==> config.mk <==
export PLATFORM = sky130hd
export DESIGN_NAME = robot_mission_sequencer
export DESIGN_NICKNAME = d
export VERILOG_FILES = /design/src/rtl/robot_pkg.sv /design/src/rtl/robot_pose_tracker.sv /design/src/rtl/robot_mission_sequencer.sv
export SDC_FILE = /design/constraint.sdc
export NUM_CORES = 1
export LEC_CHECK = 0
export CAP_MARGIN = 5
export CORE_MARGIN = 5
export CORE_UTILIZATION = 54
export DETAILED_ROUTE_END_ITERATION = 16
export GPL_ROUTABILITY_DRIVEN = 0
export PLACE_DENSITY = 0.79
export REMOVE_ABC_BUFFERS = 1
export SYNTH_ARGS = -nofsm -noshare
export SYNTH_HDL_FRONTEND = slang
export SYNTH_SLANG_ARGS = --single-unit
==> constraint.sdc <==
create_clock -name clock -period 4.4 [get_ports clock]
set_input_delay 0.88 -clock clock [delete_from_list [all_inputs] [get_ports clock]]
set_output_delay 0.88 -clock clock [all_outputs]
set_load 0.02 [all_outputs]
==> src/rtl/robot_pkg.sv <==
// Shared definitions for the robot mission sequencer: direction codes, map
// bounds, FSM states, error codes and the step timeout.
package robot_pkg;

  typedef enum logic [1:0] {
    DIR_N = 2'b00,
    DIR_S = 2'b01,
    DIR_E = 2'b10,
    DIR_W = 2'b11
  } dir_e;

  typedef enum logic [2:0] {
    ST_IDLE,
    ST_ISSUE,
    ST_UPDATE,
    ST_DONE,
    ST_ERROR
  } state_e;

  typedef enum logic [1:0] {
    ERR_NONE     = 2'b00,
    ERR_MAP      = 2'b01,
    ERR_TIMEOUT  = 2'b10,
    ERR_CONFLICT = 2'b11
  } err_e;

  localparam logic [3:0] MAP_ROWS       = 4'd10;
  localparam logic [4:0] MAP_COLS       = 5'd20;
  localparam logic [4:0] TIMEOUT_CYCLES = 5'd16;

  function automatic logic in_map(logic [3:0] r, logic [4:0] c);
    return (r >= 4'd1) && (r <= MAP_ROWS) && (c >= 5'd1) && (c <= MAP_COLS);
  endfunction

endpackage

==> src/rtl/robot_pose_tracker.sv <==
// Next-pose computation for one robot action plus map bounds check.
// Front has priority over turn; the caller rejects conflicting actions.
module robot_pose_tracker
  import robot_pkg::*;
(
  input  logic [3:0] row,
  input  logic [4:0] col,
  input  logic [1:0] dir,
  input  logic       front,
  input  logic       turn,
  output logic [3:0] next_row,
  output logic [4:0] next_col,
  output logic [1:0] next_dir,
  output logic       out_of_map
);

  always_comb begin
    next_row   = row;
    next_col   = col;
    next_dir   = dir;
    out_of_map = 1'b0;
    if (front) begin
      case (dir)
        DIR_N:   next_row = row - 4'd1;
        DIR_S:   next_row = row + 4'd1;
        DIR_E:   next_col = col + 5'd1;
        default: next_col = col - 5'd1;
      endcase
      out_of_map = !in_map(next_row, next_col);
    end else if (turn) begin
      // Left rotation: N->W->S->E->N
      case (dir)
        DIR_N:   next_dir = DIR_W;
        DIR_W:   next_dir = DIR_S;
        DIR_S:   next_dir = DIR_E;
        default: next_dir = DIR_N;
      endcase
    end
  end

endmodule

==> src/rtl/robot_mission_sequencer.sv <==
// Mission sequencer: launches a robot mission, requests one step at a time,
// tracks pose, step and trash counters, and flags map/timeout/conflict errors.
module robot_mission_sequencer
  import robot_pkg::*;
(
  input  logic       clock,
  input  logic       reset,
  input  logic       start,
  input  logic [3:0] init_row,
  input  logic [4:0] init_col,
  input  logic [1:0] init_dir,
  input  logic [8:0] n_moves,
  output logic       step_req,
  input  logic       act_valid,
  input  logic       front,
  input  logic       turn,
  input  logic       remove,
  output logic [3:0] row,
  output logic [4:0] col,
  output logic [1:0] dir,
  output logic [8:0] moves_done,
  output logic [7:0] trash_count,
  output logic       busy,
  output logic       done,
  output logic       error,
  output logic [1:0] err_code
);

  state_e     state, state_next;
  logic [8:0] n_moves_q;
  logic       act_front, act_turn, act_remove;
  logic [4:0] tmo_cnt;
  logic [1:0] phase;

  logic [3:0] next_row;
  logic [4:0] next_col;
  logic [1:0] next_dir;
  logic       out_of_map;

  logic can_start, init_ok, conflict, tmo_hit, last_move;
  logic step_req_d, busy_d, done_d, error_d;

  assign can_start = start && (state == ST_IDLE || state == ST_DONE || state == ST_ERROR);
  assign init_ok   = in_map(init_row, init_col);
  assign conflict  = (act_front & act_turn) | (act_front & act_remove) | (act_turn & act_remove);
  assign tmo_hit   = (tmo_cnt == TIMEOUT_CYCLES - 5'd1);
  assign last_move = ((moves_done + 9'd1) == n_moves_q);

  robot_pose_tracker u_pose (
    .row        (row),
    .col        (col),
    .dir        (dir),
    .front      (act_front),
    .turn       (act_turn),
    .next_row   (next_row),
    .next_col   (next_col),
    .next_dir   (next_dir),
    .out_of_map (out_of_map)
  );

  always_ff @(posedge clock or posedge reset) begin
    if (reset) state <= ST_IDLE;
    else       state <= state_next;
  end

  always_comb begin
    state_next = state;
    case (state)
      ST_IDLE, ST_DONE, ST_ERROR: begin
        if (can_start) begin
          if (!init_ok)              state_next = ST_ERROR;
          else if (n_moves == 9'd0)  state_next = ST_DONE;
          else                       state_next = ST_ISSUE;
        end
      end
      ST_ISSUE: begin
        if (act_valid)    state_next = ST_UPDATE;
        else if (tmo_hit) state_next = ST_ERROR;
      end
      ST_UPDATE: begin
        if (conflict || out_of_map) state_next = ST_ERROR;
        else if (last_move)         state_next = ST_DONE;
        else                        state_next = ST_ISSUE;
      end
      default: state_next = ST_IDLE;
    endcase
  end

  // Status flags are decoded from the next state and registered so they
  // line up with the state register.
  always_comb begin
    step_req_d = (state_next == ST_ISSUE);
    busy_d     = (state_next == ST_ISSUE) || (state_next == ST_UPDATE);
    done_d     = (state_next == ST_DONE);
    error_d    = (state_next == ST_ERROR);
  end

  always_ff @(posedge clock or posedge reset) begin
    if (reset) begin
      step_req <= 1'b0;
      busy     <= 1'b0;
      done     <= 1'b0;
      error    <= 1'b0;
    end else begin
      step_req <= step_req_d;
      busy     <= busy_d;
      done     <= done_d;
      error    <= error_d;
    end
  end

  always_ff @(posedge clock or posedge reset) begin
    if (reset) begin
      row         <= 4'd1;
      col         <= 5'd1;
      dir         <= DIR_N;
      n_moves_q   <= '0;
      moves_done  <= '0;
      trash_count <= '0;
      phase       <= '0;
      err_code    <= ERR_NONE;
      tmo_cnt     <= '0;
      act_front   <= 1'b0;
      act_turn    <= 1'b0;
      act_remove  <= 1'b0;
    end else begin
      case (state)
        ST_IDLE, ST_DONE, ST_ERROR: begin
          if (can_start) begin
            row         <= init_row;
            col         <= init_col;
            dir         <= init_dir;
            n_moves_q   <= n_moves;
            moves_done  <= '0;
            trash_count <= '0;
            phase       <= '0;
            tmo_cnt     <= '0;
            err_code    <= init_ok ? ERR_NONE : ERR_MAP;
          end
        end
        ST_ISSUE: begin
          if (act_valid) begin
            act_front  <= front;
            act_turn   <= turn;
            act_remove <= remove;
          end else if (tmo_hit) begin
            err_code <= ERR_TIMEOUT;
          end else begin
            tmo_cnt <= tmo_cnt + 5'd1;
          end
        end
        ST_UPDATE: begin
          tmo_cnt <= '0;
          if (conflict) begin
            err_code <= ERR_CONFLICT;
          end else if (out_of_map) begin
            err_code <= ERR_MAP;
          end else begin
            row        <= next_row;
            col        <= next_col;
            dir        <= next_dir;
            moves_done <= moves_done + 9'd1;
            if (act_remove) begin
              // Every third removal completes one piece of trash
              if (phase == 2'd2) begin
                phase <= '0;
                if (trash_count != '1) trash_count <= trash_count + 8'd1;
              end else begin
                phase <= phase + 2'd1;
              end
            end
          end
        end
        default: ;
      endcase
    end
  end

endmodule
Yosys cells after proc, flatten, opt, wreduce, memory -nomap -nowiden --
Index checks and enable logic that the tools add are counted.
Cells by class: add/sub/neg operators 8, magnitude comparators 8, equal/unequal tests 28, multiplexer cells 58, bitwise operators 5, reduce and logical (&&, ||, !) cells 28
Operators with widths (number):
- 8-bit 2-to-1 mux | 6
- 5-bit 2-to-1 mux | 8
- 2-bit 2-to-1 mux | 17
- 9-bit 2-to-1 mux | 3
- 2-bit != test, second input constant | 12
- 4-bit 2-to-1 mux | 5
- 5-bit case mux with 2 select lines | 2
- 9-bit case mux with 2 select lines | 1
- 4-bit case mux with 2 select lines | 2
- 8-bit case mux with 2 select lines | 1
- 3-bit 2-to-1 mux | 5
- 5-bit case mux with 3 select lines | 1
- 5-bit AND reduction | 3
- 3-bit by 2-bit == test with 1-bit output, second input constant | 4
- 2-bit case mux with 3 select lines | 2
- 5-bit by 1-bit adder with 5-bit output, second input constant | 2
- 5-bit by 1-bit greater-or-equal comparator with 1-bit output, second input constant | 2
- 5-bit <= comparator, second input constant | 2
- 9-bit by 1-bit adder with 9-bit output, second input constant | 1
- 9-bit == test | 1
- 9-bit logical NOT | 1
- 3-bit case mux with 3 select lines | 1
- 8-bit by 1-bit adder with 8-bit output, second input constant | 1
- 4-bit by 1-bit greater-or-equal comparator with 1-bit output, second input constant | 2
- 29 further kinds | 50
Storage, ports and cells: flip-flop bits (word level) 56, bits of input ports 27, output and inout port bits 34

Logic depth before layout (Yosys ltp) --
depth after elaboration 14, gate-level depth with buffers 15

By module --
A second synthesis with hierarchy kept.
Unflattened totals: cell total of the unflattened synthesis 399, area total of the unflattened synthesis 3646.0 sq um
By module, submodules not included:
- robot_mission_sequencer | instances 1, cells an instance 312, area an instance 3009.1 sq um, seq. area each 1403.8 sq um
- robot_pose_tracker | instances 1, cells an instance 87, area an instance 636.9 sq um, seq. area each 0.0 sq um

Least setup slack after synthesis --
No wires, ideal clock.
path kind flip-flop to flip-flop, from register dir[1], to register moves_done[4], setup time 118 ps, arrival 3227 ps, required time 4282 ps, setup slack 1055 ps, cell stages (with the launch flop) 16, path buffers 3, clock period less this slack 3345 ps, cell sequence dfrtp_1 > inv_1 > ha_1 > buf_2 > inv_1 > ha_1 > buf_2 > a21oi_2 > nand3_1 > a311oi_2 > nor2_1 > o32a_1 > o31ai_2 > buf_2 > o21ai_0 > a21o_1
On the way: longest elaborated chain between the ends 11
RTL lines:
- start, declared | line robot_mission_sequencer.sv:20 | output logic [1:0] dir,
- start signal, assigned | line robot_mission_sequencer.sv:132 | dir <= init_dir;
- start signal, assigned | line robot_mission_sequencer.sv:161 | dir <= next_dir;
- 2-bit by 1-bit == test with 1-bit output or 2-bit logical NOT (tied branches) | line robot_pose_tracker.sv:23 | case (dir)
- 2-bit OR reduction (no source line) or 4-bit case mux with 2 select lines (tied branches)
- 5-bit case mux with 2 select lines or 4-bit 2-to-1 mux (tied branches) | line robot_pose_tracker.sv:23, robot_pose_tracker.sv:22
- 5-bit 2-to-1 mux (tied with other cells) | line robot_pose_tracker.sv:22 | if (front) begin
- 5-bit by 1-bit greater-or-equal comparator with 1-bit output or 1-bit logical AND (tied branches) | line robot_pkg.sv:32 | return (r >= 4'd1) && (r <= MAP_ROWS) && (c >= 5'd1) && (c <= MAP_COLS);
- 1-bit logical AND | line robot_pkg.sv:32
- 1-bit logical AND * | line robot_pkg.sv:32
- 1-bit logical NOT * | line robot_pose_tracker.sv:29 | out_of_map = !in_map(next_row, next_col);
- 1-bit 2-to-1 mux * | line robot_pose_tracker.sv:22
- 2-bit != test (no source line) *
- 4-bit AND reduction (no source line) *
- end signal, assigned | line robot_mission_sequencer.sv:162 | moves_done <= moves_done + 9'd1;
- end, declared | line robot_mission_sequencer.sv:21 | output logic [8:0] moves_done,
Every way passes the cells marked *; elsewhere a longest branch is shown, timed or not. The select of a mux whose other input is x is not followed. A chain may end at the register's enable or synchronous reset.

Worst setup path after layout --
from register dir[0], to register row[1]
On the way: longest elaborated chain between the ends 11
RTL lines:
- 2-bit by 1-bit == test with 1-bit output or 2-bit logical NOT (tied branches) | line robot_pose_tracker.sv:23
- 2-bit OR reduction (no source line) or 4-bit case mux with 2 select lines (tied branches)
- 5-bit case mux with 2 select lines or 4-bit 2-to-1 mux (tied branches) | line robot_pose_tracker.sv:23, robot_pose_tracker.sv:22
- 5-bit 2-to-1 mux (tied with other cells) | line robot_pose_tracker.sv:22
- 5-bit by 1-bit greater-or-equal comparator with 1-bit output or 1-bit logical AND (tied branches) | line robot_pkg.sv:32
- 1-bit logical AND (2 in a row) | line robot_pkg.sv:32
- 1-bit logical NOT | line robot_pose_tracker.sv:29
- 1-bit 2-to-1 mux | line robot_pose_tracker.sv:22
- 2-bit != test (no source line)
- 5-bit AND reduction (no source line)
- end signal, assigned | line robot_mission_sequencer.sv:130 | row <= init_row;
- end signal, assigned | line robot_mission_sequencer.sv:159 | row <= next_row;
- end, declared | line robot_mission_sequencer.sv:18 | output logic [3:0] row,
Several ways; a longest one is shown, not always the timed one. The select of a mux whose other input is x is not followed.

==> impl_metrics.csv <==
group,metric,value,unit
final_layout,final_cells,528,
cts,clock-sinks,56,
worst_setup_path,r2r_cells,12,
worst_setup_path,rrSetupSlack,0.78,ns
synth,ys_types,72,
die,initial_core_util,54.6,%
synth,synth_area,0.00367,sq mm
worst_setup_path,cp-endpoint,"row[1]$_DFFE_PP0P_",
drt,drt-met1-wl,3760,um
final_layout,area_delta_synth_final,21.8,%
synth,synth_cells,389,
drt,remaining_drc_errors,0,
worst_setup_path,start_kind,"flop",
cts,cts_made_buffers,5,
final_layout,antennaDiodeCount,0,
drt,wl,8800,um
final_layout,nets,489,
sta,finalSetupTns,0,ns
die,fp.dieH,92.4,um
final_layout,drive_gt1_share,10.5,%
cts,htreeDepth,2,
drt,route.met3.wl,472,um
power_and_ir_drop,ir_drop,232,uV
cts,cts_buffer_depth,2,
drt,drtIter0Drc,142,
sta,slew_headroom,52.2,%
flow_run,maxCapViolCount,0,
cts,clk_pin_slew,0.10,ns
drt,ant_nets,0,
grt,grt_use_total,21.4,%
sta,min_period,3.62,ns
hold_path,hold_class,"flop to flop",
worst_setup_path,worstPathArrival,3.86,ns
worst_setup_path,timing.rr.start,"dir[0]$_DFFE_PP0P_",
worst_setup_path,startpoint,"dir[0]$_DFFE_PP0P_",
die,dieWidth,92.4,um
outcome,outcome,"finished clean",
placement,dp_hpwl,6670,um
sta,worst_pin_slew,0.699,ns
die,rows,30,
synth,ys_ff_latch,56,
grt,grt_pass1_wl,15000,um
cts,cts_tree,"done",
power_and_ir_drop,power.density,548,mW/mm^2
placement,port_buffers,60,
grt,grt_max_degree,35,
die,ios,61,
drt,wl_per_cell,16.7,um
synth,synthFlopType,"dfrtp_1",
drt,route.met2.wl,4430,um
cts,ctsResizeCount,0,
sta,rsz0062_at_grt,"no",
die,core-area,0.00672,sq mm
sta,slew_violations,0,
drt,drtPass1Iterations,4,
worst_setup_path,worst-setup-path-type,"flop to flop",
final_layout,layout_commonest_cell,"clkdlybuf4s50_1",
sta,fin_skew,0.00294,ns
worst_setup_path,timing.rr.end,"row[1]$_DFFE_PP0P_",
cts,post_cts_buffers,0,
synth,ys_seq_area_share,38.3,%
power_and_ir_drop,p_leak,1.90,nW
cts,worstSkewPairLatency,0.31,ns
final_layout,final_cell_mix,"60 x clkdlybuf4s50_1, 54 x dfrtp_1, 31 x o21ai_0",
sta,finalHoldViolCount,0,
placement,dp.cells,521,
sta,layout_worst_path_cycle_share,82.3,%
synth,synth_warnings,0,
worst_setup_path,end_kind,"flop",
sta,setup-violations-final,0,
sta,fmax,0.276,GHz
grt,grt_pass1_vias,3128,
grt,grt-ovfl-total,0,
cts,cts_hold_buf,0,
cts,cts-root-buf,"clkbuf_8",
worst_setup_path,crit_fanout,9,
worst_setup_path,critPathRequiredTime,4.64,ns
synth,synth-async-reset-ratio,100,%
grt,antenna_found_initial,0,
sta,timing.hold.ws,0.501,ns
drt,vias_per_cell,6.02,
drt,vias,3176,
synth,synth-edff-count,0,
drt,maxUsedRoutingLayer,"met4",
synth,syn_area_per_cell,9.43,sq um
die,die_area,0.00854,sq mm
state kept, by name (all words and copies together), names as in the netlist:
register,count
state,3
moves_done,9
act_remove,1
tmo_cnt,5
row,4
busy,1
error,1
n_moves_q,9
phase,2
act_turn,1
dir,2
act_front,1
col,5
trash_count,8
err_code,2
step_req,1
done,1
how the worst min path moves through the flow:
stage,startpoint,to,slack (ns),depth (start not counted)
after floorplan,tmo_cnt[4]$_DFFE_PP0P_,tmo_cnt[4]$_DFFE_PP0P_,0.45,2
after global placement,tmo_cnt[4]$_DFFE_PP0P_,tmo_cnt[4]$_DFFE_PP0P_,0.47,2
after detailed placement,tmo_cnt[4]$_DFFE_PP0P_,tmo_cnt[4]$_DFFE_PP0P_,0.48,2
after CTS,tmo_cnt[4]$_DFFE_PP0P_,tmo_cnt[4]$_DFFE_PP0P_,0.50,2
after global routing,tmo_cnt[4]$_DFFE_PP0P_,tmo_cnt[4]$_DFFE_PP0P_,0.55,2
final,tmo_cnt[4]$_DFFE_PP0P_,tmo_cnt[4]$_DFFE_PP0P_,0.50,2
critical path: stages (launching register included):
cell       delay [ns]
dfrtp_1          0.41
inv_1            0.10
ha_1             0.24
inv_1            0.14
fa_1             0.43
a21oi_1          0.18
mux2_2           0.35
o211a_1          0.26
nor3_1           0.29
nor2_2           0.11
o41ai_4          0.58
and2_2           0.29
a2bb2oi_1        0.17
cell families (layout without fill, tap and decap cells):
kind of cell               after synthesis  in the layout  share of synthesized area [%]
AOI/OAI and AO/OA                      113            113                           22.2
DFF                                     56             56                           38.3
and+or+nand+nor                        133            133                           19.2
xor gates and xnor gates                22             22                           5.25
adders and majority gates               15             15                           5.46
buffers and inverters                   31             90                           3.89
muxes                                   19             19                           5.70
metal layers:
metal,global-route usage [%],vias up
li1,-,1544
met1,27.0,1520
met2,37.8,99
met3,3.74,13
met4,5.69,0
met5,0,-
power by group:
| group | switching (mW) | total (mW) | internal (mW) |
|---|---|---|---|
| Combinational | 0.711 | 1.29 | 0.580 |
| Sequential | 0.135 | 0.760 | 0.624 |
| Clock | 0.171 | 0.396 | 0.224 |
synth_stat cells, types with 5 or more instances:
master	n	share of area, %
ha_1	12	4.1
and3_1	9	1.5
nand2b_1	8	1.4
inv_1	16	1.6
buf_2	6	0.82
nand4_1	6	1.0
dfrtp_1	54	37
clkbuf_1	6	0.61
a2bb2oi_1	5	1.2
nand2_1	28	2.9
xnor2_1	9	2.1
o21ai_0	31	4.2
a21oi_1	22	3.0
nand3_1	12	1.6
xor2_1	13	3.1
mux2_2	15	4.6
a21o_1	9	1.8
nor3b_1	8	1.6
nor2_1	27	2.8
nor3_1	8	1.1
per-stage QoR:
stage                     total power, mW  utilization [%]  instance area, sq um  setup slack, ns
after global routing                 2.62             66.5                  4470            0.523
after detailed placement             2.05             64.6                  4340            0.804
after global placement               2.01             64.6                  4340            0.935
after floorplan                      1.67                -                  3580            0.822
after CTS                            2.45             66.5                  4470            0.780
final                                2.45             66.5                  4470            0.779
final cells by class:
class                           count  area, sq um
Fill cell                         569         2250
Sequential cell                    56         1400
Clock buffer                        5         68.8
Multi-Input combinational cell    302         2120
Inverter                           16         60.1
Timing Repair Buffer               67          653
Clock inverter                      2         60.1
Tap cell                           80          100
Power figures use the tool's default switching activity.
